File: config.mk
export PLATFORM = sky130hd
export DESIGN_NAME = reset_sequencer
export DESIGN_NICKNAME = d
export VERILOG_FILES = /design/src/rtl/reset_sequencer.sv
export SDC_FILE = /design/constraint.sdc
export NUM_CORES = 1
export LEC_CHECK = 0
export ABC_AREA = 0
export CORE_ASPECT_RATIO = 1.25
export CORE_UTILIZATION = 54
export DETAILED_ROUTE_END_ITERATION = 7
export GPL_ROUTABILITY_DRIVEN = 0
export HOLD_SLACK_MARGIN = 0.05
export MAX_ROUTING_LAYER = met4
export PLACE_DENSITY = 0.77
export RECOVER_POWER = 25
export SYNTH_ARGS = -nofsm -noshare
export SYNTH_HDL_FRONTEND = slang
export SYNTH_SLANG_ARGS = --single-unit
File: constraint.sdc
create_clock -name clk -period 2.7 [get_ports clk]
set_input_delay 0.675 -clock clk [delete_from_list [all_inputs] [get_ports clk]]
set_output_delay 0.675 -clock clk [all_outputs]
set_load 0.005 [all_outputs]
File: src/rtl/reset_sequencer.sv
// Reset sequencer: merges extRstn/porIn into one request, stretches it, then releases
// N_CH reset channels in order at GAP spacing. Optional watchdog: `define RESET_SEQ_WDOG_EN.
module reset_sequencer #(
  parameter int N_CH        = 4,
  parameter int STRETCH     = 16,
  parameter int GAP         = 4,
  parameter int SYNC_STAGES = 2,
  parameter int WDOG_CYCLES = 1024
) (
  input  logic            clk,
  input  logic            rstn,
  input  logic            extRstn,
  input  logic            porIn,
  input  logic            porClear,
  input  logic            wdKick,
  output logic [N_CH-1:0] rst,
  output logic            busy,
  output logic            done,
  output logic            porStatus,
  output logic            wdStatus
);

  function automatic int max3(input int a, input int b, input int c);
    int m;
    m = a;
    if (b > m) begin
      m = b;
    end else begin
      m = m;
    end
    if (c > m) begin
      m = c;
    end else begin
      m = m;
    end
    return m;
  endfunction

  localparam int CNT_MAX = max3(STRETCH, GAP, WDOG_CYCLES);
  localparam int CNT_W   = $clog2(CNT_MAX + 1);
  localparam int IDX_W   = $clog2(N_CH) + 1;

  localparam logic [CNT_W-1:0] CNT_ONE      = CNT_W'(1);
  localparam logic [CNT_W-1:0] CNT_ZERO     = CNT_W'(0);
  localparam logic [CNT_W-1:0] STRETCH_LAST = CNT_W'(STRETCH - 1);
  localparam logic [CNT_W-1:0] GAP_LAST     = CNT_W'(GAP - 1);
  localparam logic [IDX_W-1:0] IDX_ONE      = IDX_W'(1);
  localparam logic [IDX_W-1:0] IDX_ZERO     = IDX_W'(0);
  localparam logic [IDX_W-1:0] IDX_LAST     = IDX_W'(N_CH - 1);
  localparam logic [N_CH-1:0]  CH_ONE       = N_CH'(1);
  localparam logic [N_CH-1:0]  CH_ALL       = {N_CH{1'b1}};
  localparam logic [N_CH-1:0]  CH_NONE      = {N_CH{1'b0}};

  localparam logic [1:0] ST_ASSERT  = 2'd0;
  localparam logic [1:0] ST_RELEASE = 2'd1;
  localparam logic [1:0] ST_RUN     = 2'd2;

  logic [SYNC_STAGES-1:0] sync_q, sync_d;
  logic [1:0]             state_q, state_d;
  logic [CNT_W-1:0]       cnt_q, cnt_d;
  logic [IDX_W-1:0]       idx_q, idx_d;
  logic [N_CH-1:0]        rst_q, rst_d;
  logic                   busy_q, busy_d;
  logic                   done_q, done_d;
  logic                   por_status_q, por_status_d;
  logic                   ext_sync;
  logic                   wd_trip;
  logic                   req;

  assign ext_sync = sync_q[SYNC_STAGES-1];
  assign req      = ~ext_sync | porIn | wd_trip;

  // Synchroniser shift and power-on sticky status
  always_comb begin
    sync_d = {sync_q[SYNC_STAGES-2:0], extRstn};
    if (porIn) begin
      por_status_d = 1'b1;
    end else if (porClear) begin
      por_status_d = 1'b0;
    end else begin
      por_status_d = por_status_q;
    end
  end

  // Sequencer: stretch the request, then walk the release index one channel per GAP
  always_comb begin
    state_d = state_q;
    cnt_d   = cnt_q;
    idx_d   = idx_q;
    rst_d   = rst_q;
    case (state_q)
      ST_ASSERT: begin
        rst_d = CH_ALL;
        if (req) begin
          cnt_d = CNT_ZERO;
        end else if (cnt_q == STRETCH_LAST) begin
          cnt_d = CNT_ZERO;
          idx_d = IDX_ZERO;
          if (N_CH == 1) begin
            state_d = ST_RUN;
            rst_d   = CH_NONE;
          end else begin
            state_d = ST_RELEASE;
            rst_d   = ~CH_ONE;
          end
        end else begin
          cnt_d = cnt_q + CNT_ONE;
        end
      end
      ST_RELEASE: begin
        if (req) begin
          state_d = ST_ASSERT;
          cnt_d   = CNT_ZERO;
          idx_d   = IDX_ZERO;
          rst_d   = CH_ALL;
        end else if (cnt_q == GAP_LAST) begin
          cnt_d = CNT_ZERO;
          idx_d = idx_q + IDX_ONE;
          rst_d = rst_q & ~(CH_ONE << (idx_q + IDX_ONE));
          if ((idx_q + IDX_ONE) == IDX_LAST) begin
            state_d = ST_RUN;
          end else begin
            state_d = ST_RELEASE;
          end
        end else begin
          cnt_d = cnt_q + CNT_ONE;
        end
      end
      ST_RUN: begin
        if (req) begin
          state_d = ST_ASSERT;
          cnt_d   = CNT_ZERO;
          idx_d   = IDX_ZERO;
          rst_d   = CH_ALL;
        end else begin
          rst_d = CH_NONE;
        end
      end
      default: begin
        state_d = ST_ASSERT;
        cnt_d   = CNT_ZERO;
        idx_d   = IDX_ZERO;
        rst_d   = CH_ALL;
      end
    endcase
    done_d = (state_d == ST_RUN);
    busy_d = (state_d != ST_RUN);
  end

  // State, counters and registered outputs
  always_ff @(posedge clk) begin
    if (!rstn) begin
      sync_q       <= {SYNC_STAGES{1'b0}};
      state_q      <= ST_ASSERT;
      cnt_q        <= CNT_ZERO;
      idx_q        <= IDX_ZERO;
      rst_q        <= CH_ALL;
      busy_q       <= 1'b1;
      done_q       <= 1'b0;
      por_status_q <= 1'b1;
    end else begin
      sync_q       <= sync_d;
      state_q      <= state_d;
      cnt_q        <= cnt_d;
      idx_q        <= idx_d;
      rst_q        <= rst_d;
      busy_q       <= busy_d;
      done_q       <= done_d;
      por_status_q <= por_status_d;
    end
  end

  assign rst       = rst_q;
  assign busy      = busy_q;
  assign done      = done_q;
  assign porStatus = por_status_q;

`ifdef RESET_SEQ_WDOG_EN
  localparam logic [CNT_W-1:0] WD_LAST = CNT_W'(WDOG_CYCLES - 1);

  logic [CNT_W-1:0] wd_cnt_q, wd_cnt_d;
  logic             wd_status_q, wd_status_d;

  // Watchdog: only live in RUN; a kick on the would-be trip cycle still wins
  always_comb begin
    wd_trip  = 1'b0;
    wd_cnt_d = CNT_ZERO;
    if (state_q != ST_RUN) begin
      wd_cnt_d = CNT_ZERO;
    end else if (wdKick) begin
      wd_cnt_d = CNT_ZERO;
    end else if (wd_cnt_q == WD_LAST) begin
      wd_trip  = 1'b1;
      wd_cnt_d = CNT_ZERO;
    end else begin
      wd_cnt_d = wd_cnt_q + CNT_ONE;
    end
    if (wd_trip) begin
      wd_status_d = 1'b1;
    end else if (porClear) begin
      wd_status_d = 1'b0;
    end else begin
      wd_status_d = wd_status_q;
    end
  end

  // Watchdog counter and sticky timeout status
  always_ff @(posedge clk) begin
    if (!rstn) begin
      wd_cnt_q    <= CNT_ZERO;
      wd_status_q <= 1'b0;
    end else begin
      wd_cnt_q    <= wd_cnt_d;
      wd_status_q <= wd_status_d;
    end
  end

  assign wdStatus = wd_status_q;
`else
  logic wd_kick_unused;

  assign wd_kick_unused = wdKick;
  assign wd_trip        = 1'b0;
  assign wdStatus       = 1'b0;
`endif

endmodule

==> run summary <==
## Status
• **outcome** finished clean

## Clock tree
• **clock tree root driver cell** sky130_fd_sc_hd__clkbuf_4
• **clock slew at the register clock pins of the worst setup and hold paths** 0.12 ns
• **hold buffer count at CTS** 0
• **post-CTS setup repair buffer count** 0
• **clock tree sinks** 25
• **Clock Latency Late Sink** 0.33 ns
• **Num CTS Buffers** 3
• **number of gates resized after CTS** 0
• **clock tree from TritonCTS** yes
• **htree depth** 1
• **deepest clock path buffer count** 2

## Synth
• **Net Count, Synth** 166
• **fraction of synthesis flops using an asynchronous set or reset pin** 0%
• **share of synthesized area occupied by flip-flops and latches** 38.87%
• **Post-Synthesis Mean Instance Area** 8.360 sq um
• **synthesis warning total** 0
• **top cells by area in the synthesized netlist** sky130_fd_sc_hd__dfxtp_1, sky130_fd_sc_hd__nand2_1, sky130_fd_sc_hd__ha_1, sky130_fd_sc_hd__nand3_1, sky130_fd_sc_hd__o21ai_0
• **leading area contributor after synthesis** sky130_fd_sc_hd__dfxtp_1
• **post-synthesis cell area** 1287 sq um
• **count of state elements after synthesis** 25
• **Synth Instances** 154
• **synth unique cells** 42
• **Post-synth EDFFs** 0
• **primary flip-flop cell chosen by synthesis mapping** sky130_fd_sc_hd__dfxtp_1
• **area fraction of the dominant cell type after synthesis** 38.87%

## STA
• **max frequency** 0.4473 GHz
• **remaining max-slew budget at the tightest pin** 63.79%
• **Setup Viol. Count Final** 0
• **sum of negative setup slack** 0 ns
• **setup repair after global routing missed its margin** false
• **hold violation total from the final report** 0
• **Max Clock Skew** 0.01110 ns
• **final number of max-transition violations** 0
• **Worst Max-Slew Pin Slew** 0.5393 ns
• **final clock period utilization by the worst path** 82.79%
• **Period minus WS final** 2.235 ns

## Floorplan
• **number of standard-cell rows in the floorplan** 19
• **number of placed I/O pins** 14
• **x dimension of the die** 45.68 um
• **y dimension of the die** 56.59 um
• **total die area** 2585 sq um
• **Initial Util** 57.61%
• **Core Area** 2235 sq um

## Detailed routing
• **initial DRC count** 11
• **number of nets with antenna violations after routing** 0
• **routed len/inst** 12.97 um
• **vias** 1123
• **final wirelength** 2581 um
• **via density per instance** 5.643
• **count of unresolved DRC violations after routing** 0
• **number of search-and-repair iterations in the first detailed-routing pass** 4

## Power and ir drop
• **portion of total power attributed to combinational logic** 4.1%
• **power share of the sequential group** 65.9%
• **highest ir drop seen on vdd** 0.0003091 V
• **internal power contribution** 0.4401 mW
• **Power Total** 0.5659 mW
• **switching power summed over all nets** 0.1259 mW
• **fraction of power consumed by the clock network** 30.0%
• **switching part of the total** 22.24%
• **Pwr per Cell Area** 387.9 nW/um^2
• **Leak Pwr** 0.4833 nW

## Placed design
• **placed insts** 195
• **estimated wirelength of the detail-placed design** 1881 um
• **number of buffers added on ports** 11
• **Post-DP Area** 1436 sq um

## Setup path
• **critical path fanouts, max** 4
• **worst endpoint data arrival time** 2.49 ns
• **slowest cell delay on critical path** 0.47 ns
• **Critical Path Source Type** input port
• **Worst Setup Path Type** in -> reg
• **cell family contributing the most delay on the critical path** simple AND/OR/NAND/NOR gates
• **endpoint kind of the worst setup timing path** flip-flop
• **critical path cell sequence** clkdlybuf4s50_1, nor3b_2, nand2_1, o22ai_2, or3b_2, a31oi_1
• **CP bufs+invs** 1
• **Req. time, crit path** 2.95 ns
• **cell type of the slowest stage on the worst timing path** sky130_fd_sc_hd__clkdlybuf4s50_1

## Layout
• **count of non-filler cells in the finished layout** 199
• **fraction of final layout cells sized beyond drive strength 1** 8.929%
• **Finished Cell Area** 1459 sq um
• **area growth from synthesis to layout** 13.31%
• **final-stage net count** 181
• **number of antenna cells inserted** 0

## Global route
• **number of antenna violations at the first check in global routing** 0
• **global route overflow** 0
• **Total GRT Usage** 23.93%
• **number of global-route vias before repair** 1052
• **pin count of the biggest net entering global routing** 16
• **global-route wire length before repair** 4443 um

## Worst hold path
• **Hold/Removal Path Class** reg -> reg

## Job
• **number of max-cap violations** 0

[power groups by stage]
stage	Combinational [mW]	Clock (mW)	Sequential [mW]
2_1_floorplan	0.0132	0	0.381
3_3_place_gp	0.0233	0	0.381
3_5_place_dp	0.0240	0	0.381
4_1_cts	0.0242	0.174	0.373
5_1_grt	0.0256	0.189	0.374
6_report	0.0232	0.170	0.373
[layout make-up]
class                      instances  area [sq um]
clock buffer                       4         26.28
fill                             218         775.7
inverter                           6         22.52
multi-input combinational        118         734.5
sequential                        25         500.5
tap                               31         38.79
timing repair buffer              15         136.4
[metrics by stage]
| stage | setup slack [ns] | utilization [%] | hold slack [ns] |
|---|---|---|---|
| 2_1_floorplan | 0.6906 | - | 0.4119 |
| 3_3_place_gp | 0.2152 | 64.28 | 0.4165 |
| 3_5_place_dp | 0.1763 | 64.28 | 0.4290 |
| 4_1_cts | 0.5156 | 65.45 | 0.4595 |
| 5_1_grt | 0.4051 | 65.29 | 0.4722 |
| 6_report | 0.4645 | 65.29 | 0.4548 |
[synth_stat cells, types with 2 or more instances]
| library cell | count |
|---|---|
| sky130_fd_sc_hd__o21ai_0 | 10 |
| sky130_fd_sc_hd__o21a_1 | 5 |
| sky130_fd_sc_hd__nor3_1 | 5 |
| sky130_fd_sc_hd__clkbuf_1 | 3 |
| sky130_fd_sc_hd__a21oi_1 | 6 |
| sky130_fd_sc_hd__and2_1 | 2 |
| sky130_fd_sc_hd__a22oi_1 | 2 |
| sky130_fd_sc_hd__nand4_1 | 3 |
| sky130_fd_sc_hd__nor2_1 | 12 |
| sky130_fd_sc_hd__ha_1 | 6 |
| sky130_fd_sc_hd__nand2b_1 | 3 |
| sky130_fd_sc_hd__nand3b_1 | 3 |
| sky130_fd_sc_hd__a31oi_1 | 6 |
| sky130_fd_sc_hd__inv_1 | 6 |
| sky130_fd_sc_hd__or3_1 | 2 |
| sky130_fd_sc_hd__nand2_1 | 21 |
| sky130_fd_sc_hd__nand3_1 | 10 |
| sky130_fd_sc_hd__dfxtp_1 | 25 |
[cells in the final DEF (no fill, tap or decap), types with 3 or more instances in the layout]
cell,n
sky130_fd_sc_hd__a21oi_1,6
sky130_fd_sc_hd__a31oi_1,6
sky130_fd_sc_hd__buf_4,3
sky130_fd_sc_hd__clkbuf_4,3
sky130_fd_sc_hd__clkdlybuf4s50_1,5
sky130_fd_sc_hd__dfxtp_1,25
sky130_fd_sc_hd__dlygate4sd3_1,6
sky130_fd_sc_hd__ha_1,6
sky130_fd_sc_hd__inv_1,6
sky130_fd_sc_hd__nand2_1,21
sky130_fd_sc_hd__nand2b_1,3
sky130_fd_sc_hd__nand3_1,10
sky130_fd_sc_hd__nand3b_1,3
sky130_fd_sc_hd__nand4_1,3
sky130_fd_sc_hd__nor2_1,12
sky130_fd_sc_hd__nor3_1,5
sky130_fd_sc_hd__o21a_1,5
sky130_fd_sc_hd__o21ai_0,10
[final timing paths]
path | start | end | slack (ns) | cells past startpoint
min | sync_q[0] | sync_q[1] | 0.45 | 1
max reg2reg | cnt_q[7] | cnt_q[4] | 0.56 | 6
max | porIn | cnt_q[7] | 0.46 | 6
min reg2reg | sync_q[0] | sync_q[1] | 0.45 | 1
[state kept, by name (all words and copies together), names as in the netlist]
name	flops
busy	1
cnt_q	11
done	1
idx_q	3
porStatus	1
rst	4
state_q	2
sync_q	2
[kinds of logic (layout without fill, tap and decap cells)]
family                     Yosys count  after routing  synth area share [%]
adders and majority gates            6              6                 5.831
DFF                                 25             25                 38.87
xor gates and xnor gates             2              2                 1.361
AOI/OAI and AO/OA                   38             38                 19.73
and+or+nand+nor                     70             70                 29.06
other                                1              1                0.2913
muxes                                1              1                0.7775
buffers and inverters               11             25                 4.082
[worst reg2reg max path: stages, from the launching register on]
cell and delay, ns:
sky130_fd_sc_hd__dfxtp_1 0.38, sky130_fd_sc_hd__or4_4 0.57, sky130_fd_sc_hd__nor4_4 0.45, sky130_fd_sc_hd__o22ai_2 0.13
sky130_fd_sc_hd__buf_4 0.21, sky130_fd_sc_hd__nor3b_1 0.15, sky130_fd_sc_hd__o21a_1 0.18
[metal layers]
metal | GRT usage, % | vias up | share of wire (%)
met2 | 37.55 | 8 | 52
met1 | 28.60 | 528 | 44
met4 | 12.55 | 0 | 2.5
met3 | 3.537 | 7 | 1.4
li1 | - | 580 | -
met5 | - | - | 0
No activity file was read; power rests on OpenSTA's default activity.
